<file path="config.mk">
export PLATFORM = sky130hd
export DESIGN_NAME = serial_subtractor
export DESIGN_NICKNAME = d
export VERILOG_FILES = /design/src/rtl/serial_subtractor.sv
export SDC_FILE = /design/constraint.sdc
export NUM_CORES = 1
export LEC_CHECK = 0
export CAP_MARGIN = 10
export CORE_MARGIN = 2
export CORE_UTILIZATION = 41
export CTS_CLUSTER_DIAMETER = 150
export DETAILED_ROUTE_END_ITERATION = 10
export GPL_TIMING_DRIVEN = 0
export PLACE_DENSITY = 0.69
export SLEW_MARGIN = 20
export SYNTH_ARGS = -nofsm -noshare
export SYNTH_HDL_FRONTEND = slang
export SYNTH_SLANG_ARGS = --single-unit
</file>
<file path="constraint.sdc">
create_clock -name clk -period 1.8 [get_ports clk]
set_input_delay 0.36 -clock clk [delete_from_list [all_inputs] [get_ports clk]]
set_output_delay 0.36 -clock clk [all_outputs]
set_load 0.005 [all_outputs]
</file>
<file path="src/rtl/serial_subtractor.sv">
// Bit-serial N-bit subtractor: one full-subtractor cell iterated LSB-first over WIDTH cycles.
// Computes diff = a - b - bin with borrow-out and signed overflow, using a start/busy/done handshake.
module serial_subtractor #(
  parameter int unsigned WIDTH = 8
) (
  input  logic             clk,
  input  logic             rst,
  input  logic             start,
  input  logic [WIDTH-1:0] a,
  input  logic [WIDTH-1:0] b,
  input  logic             bin,
  output logic             busy,
  output logic             done,
  output logic [WIDTH-1:0] diff,
  output logic             borrow,
  output logic             overflow
);

  localparam int unsigned CNT_W = $clog2(WIDTH) + 1;
  localparam int unsigned RES_W = WIDTH - 1;

  typedef enum logic {
    S_IDLE = 1'b0,
    S_RUN  = 1'b1
  } state_e;

  state_e             r_state;
  logic [CNT_W-1:0]   r_cnt;
  logic [WIDTH-1:0]   r_a;
  logic [WIDTH-1:0]   r_b;
  logic               r_br;
  logic [RES_W-1:0]   r_res;
  logic               r_busy;
  logic               r_done;
  logic [WIDTH-1:0]   r_diff;
  logic               r_borrow;
  logic               r_overflow;

  state_e             w_state_nxt;
  logic [CNT_W-1:0]   w_cnt_nxt;
  logic [WIDTH-1:0]   w_a_nxt;
  logic [WIDTH-1:0]   w_b_nxt;
  logic               w_br_nxt;
  logic [RES_W-1:0]   w_res_nxt;
  logic               w_busy_nxt;
  logic               w_done_nxt;
  logic [WIDTH-1:0]   w_diff_nxt;
  logic               w_borrow_nxt;
  logic               w_overflow_nxt;

  logic               w_d;
  logic               w_br_cell;
  logic               w_last;
  logic [WIDTH-1:0]   w_res_full;

  // Full-subtractor cell on the current LSBs of the shifting operand registers.
  assign w_d        = r_a[0] ^ r_b[0] ^ r_br;
  assign w_br_cell  = (~r_a[0] & r_b[0]) | (~(r_a[0] ^ r_b[0]) & r_br);
  assign w_last     = (r_cnt == CNT_W'(WIDTH - 1));
  assign w_res_full = {w_d, r_res};

  always_comb begin
    w_state_nxt    = r_state;
    w_cnt_nxt      = r_cnt;
    w_a_nxt        = r_a;
    w_b_nxt        = r_b;
    w_br_nxt       = r_br;
    w_res_nxt      = r_res;
    w_busy_nxt     = r_busy;
    w_done_nxt     = 1'b0;
    w_diff_nxt     = r_diff;
    w_borrow_nxt   = r_borrow;
    w_overflow_nxt = r_overflow;

    case (r_state)
      S_IDLE: begin
        if (start) begin
          w_a_nxt     = a;
          w_b_nxt     = b;
          w_br_nxt    = bin;
          w_res_nxt   = '0;
          w_cnt_nxt   = '0;
          w_busy_nxt  = 1'b1;
          w_state_nxt = S_RUN;
        end
      end
      S_RUN: begin
        w_a_nxt   = r_a >> 1;
        w_b_nxt   = r_b >> 1;
        w_br_nxt  = w_br_cell;
        w_res_nxt = w_res_full[WIDTH-1:1];
        w_cnt_nxt = r_cnt + CNT_W'(1);
        // On the last bit r_a[0]/r_b[0] hold the latched operand sign bits.
        if (w_last) begin
          w_diff_nxt     = w_res_full;
          w_borrow_nxt   = w_br_cell;
          w_overflow_nxt = (r_a[0] ^ r_b[0]) & (w_d ^ r_a[0]);
          w_done_nxt     = 1'b1;
          w_busy_nxt     = 1'b0;
          w_cnt_nxt      = '0;
          w_state_nxt    = S_IDLE;
        end
      end
      default: begin
        w_state_nxt = S_IDLE;
        w_busy_nxt  = 1'b0;
        w_cnt_nxt   = '0;
      end
    endcase
  end

  always_ff @(posedge clk or posedge rst) begin
    if (rst) begin
      r_state    <= S_IDLE;
      r_cnt      <= '0;
      r_a        <= '0;
      r_b        <= '0;
      r_br       <= 1'b0;
      r_res      <= '0;
      r_busy     <= 1'b0;
      r_done     <= 1'b0;
      r_diff     <= '0;
      r_borrow   <= 1'b0;
      r_overflow <= 1'b0;
    end else begin
      r_state    <= w_state_nxt;
      r_cnt      <= w_cnt_nxt;
      r_a        <= w_a_nxt;
      r_b        <= w_b_nxt;
      r_br       <= w_br_nxt;
      r_res      <= w_res_nxt;
      r_busy     <= w_busy_nxt;
      r_done     <= w_done_nxt;
      r_diff     <= w_diff_nxt;
      r_borrow   <= w_borrow_nxt;
      r_overflow <= w_overflow_nxt;
    end
  end

  assign busy     = r_busy;
  assign done     = r_done;
  assign diff     = r_diff;
  assign borrow   = r_borrow;
  assign overflow = r_overflow;

  a_done_not_busy: assert property (@(posedge clk) disable iff (rst) r_done |-> !r_busy);
  a_busy_is_run:   assert property (@(posedge clk) disable iff (rst) r_busy == (r_state == S_RUN));
  a_cnt_in_range:  assert property (@(posedge clk) disable iff (rst) r_cnt < CNT_W'(WIDTH));

endmodule
</file>
==> flow_summary.toml <==
[synth]
synth_nets = 184
synth.cells.most_frequent = "dfrtp_1, nand2_1, o21ai_0"
syn_area_sq_um = 1820
syn_avg_cell_area_sq_um = 11.3
syn_inst = 161
synth_ff_type = "dfrtp_1"
seq_area_frac_synth = 0.564
yosysMostFrequentCell = "dfrtp_1"
yosys_warnings = 0
synth_top_area_cell = "dfrtp_1"
synthDistinctLibCells = 26
ys_ff_latch = 41
yosysTopAreaCellShare = 0.564
synthTopCellsByArea = "dfrtp_1, mux2i_1, o21ai_0"
synth-edff-count = 0
synth-async-reset-ratio = 1.00

[placed_design]
dp.cells = 244
gp_congestion = 0.868
hpwlAfterDp_um = 2560
port_buffers = 30

[detailed_routing]
ant_nets = 0
wirelength_um = 3530
drc = 0
first_iter_violations = 105
firstDrtPassIters = 4
vias_per_cell = 5.06
wl_per_cell_um = 14.1
vias = 1271

[pwr]
p_leak_nw = 1.08
vdd_drop_max_v = 0.000561
power.density_nw_per_um2 = 1520

[clocking]
root_buffer = "clkbuf_8"
numCtsBuffers = 5
htreeDepth = 2
cts_tree = "yes"
clock_latency_ns = 0.29
post_cts_buffers = 0
ctsResizeCount = 0
postCtsHoldBufs = 0
cts.sink_count = 41
clk_pin_slew_worst_paths_ns = 0.07
clock_path_buffers = 2

[sta]
slew_viol_final = 0
tightestPinTransition_ns = 0.418
setup-violations-final = 0
fmaxAchievable_mhz = 660
rsz0062_at_grt = "false"
clock_skew_ns = 0.00444
period_needed_ns = 1.51
hold_viol = 0
fin_crit_sh = 0.842
tns_ns = 0
slew_headroom = 0.721

[setup_path]
r2r_slack_ns = 0.35
critPathLaunchType = "flip-flop"
cp_max_fo = 2
worst-path-buf-inv = 1
criticalPathCategory = "flip-flop to output port"
end_kind = "output port"
slowest_delay_ns = 0.50
cp.arrival_ns = 1.15
cp_top_family = "buffers and inverters"
required_ns = 1.44
cp_cell_sequence = "clkdlybuf4s50_1"
slowest_stage = "clkdlybuf4s50_1"

[cells_and_area]
nFillCells = 385
insertedDiodeCount = 0
synthToLayoutAreaGrowth_pct = 25.9
nNetsFinal = 222
instances_no_fill = 251
drive_gt1_frac = 0.131

[floorplanning]
initial_utilization = 0.420
fp.dieW_um = 70.6
dieHeight_um = 70.6
die_area_sq_um = 4980
rows = 24
core_area_sq_um = 4320
ios = 32

[run_status]
status = "finished clean"

[global_routing]
grt_max_degree = 27
grt-ovfl-total = 0
grt_pass1_wl_um = 6140
antenna_found_initial = 0
grt_pass1_vias = 1300
grt.total_usage = 0.157

[min_path]
hold_path_class = "input pin to asynchronous set/reset pin"

[job]
cap_violations = 0
path summary, 6_finish.rpt:
kind / from / end / depth (start not counted)
setup / recovery: diff[1] / diff[1] / 1
hold / removal: rst / r_b[2] / 2
setup reg to reg: r_cnt[0] / diff[2] / 4
hold reg to reg: busy / busy / 2
max in group asynchronous: rst / diff[4] / 3
min in group clk: busy / busy / 2
layout by cell type (no fill, tap or decap), drive strengths merged, types with 4 or more instances in the layout:
cell type / instances
o21ai: 26
inv: 7
buf: 10
clkbuf: 8
mux2: 8
mux2i: 16
dfrtp: 41
clkdlybuf4s50: 30
nand2: 26
nand2b: 7
nor2: 4
final cells by class:
type	instances	area (sq um)	area share
Sequential cell	41	1030	0.448
Inverter	7	26.3	0.0115
Clock buffer	7	86.3	0.0377
Tap cell	52	65.1	0.0284
Multi-Input combinational cell	103	706	0.308
Buffer	10	60.1	0.0262
Timing Repair Buffer	31	320	0.140
worst reg2reg max path, stage by stage, from the launching register on:
cell and delay, ns:
dfrtp_1 0.40, ha_1 0.29, nand4b_4 0.17, buf_6 0.18
mux2_4 0.29
registers in the layout (all words and copies together) (netlist names):
name	flops
r_b	8
busy	1
done	1
overflow	1
r_br	1
r_state	1
r_cnt	4
diff	8
borrow	1
r_res	7
r_a	8
metrics by stage:
step / power (W) / util / cell area (sq um) / setup slack (ns) / hold slack (ns)
global route: 0.00378 / 0.530 / 2290 / 0.239 / 0.386
floorplan: 0.00239 / - / 1820 / 0.455 / 0.449
finish: 0.00349 / 0.530 / 2290 / 0.285 / 0.348
detailed placement: 0.00293 / 0.510 / 2200 / 0.351 / 0.467
CTS: 0.00354 / 0.530 / 2290 / 0.276 / 0.353
global placement: 0.00285 / 0.505 / 2180 / -0.296 / 0.460
report_power, final:
| part | internal (W) | total [W] | switching [W] |
|---|---|---|---|
| logic | 0.000730 | 0.00135 | 0.000616 |
| registers | 0.00130 | 0.00154 | 0.000241 |
| clock network | 0.000304 | 0.000596 | 0.000292 |
| total | 0.00234 | 0.00349 | 0.00115 |
metal layers:
layer | global-route usage | vias up | share of wire
met5 | 0 | - | 0
met4 | 0.0587 | 0 | 0.013
met3 | 0.0470 | 4 | 0.042
met2 | 0.260 | 29 | 0.50
met1 | 0.197 | 626 | 0.44
li1 | - | 612 | -
kinds of logic (layout without fill, tap and decap cells):
group	count (synthesis)	count (layout)	synth area share
xor+xnor	2	2	0.00964
mux	24	24	0.146
simple gates	42	42	0.113
fa+ha+maj	3	3	0.0248
flops	41	41	0.564
compound gates	32	32	0.0950
buf+inv	17	55	0.0475
Note: power is estimated with default switching activity, not from simulation.
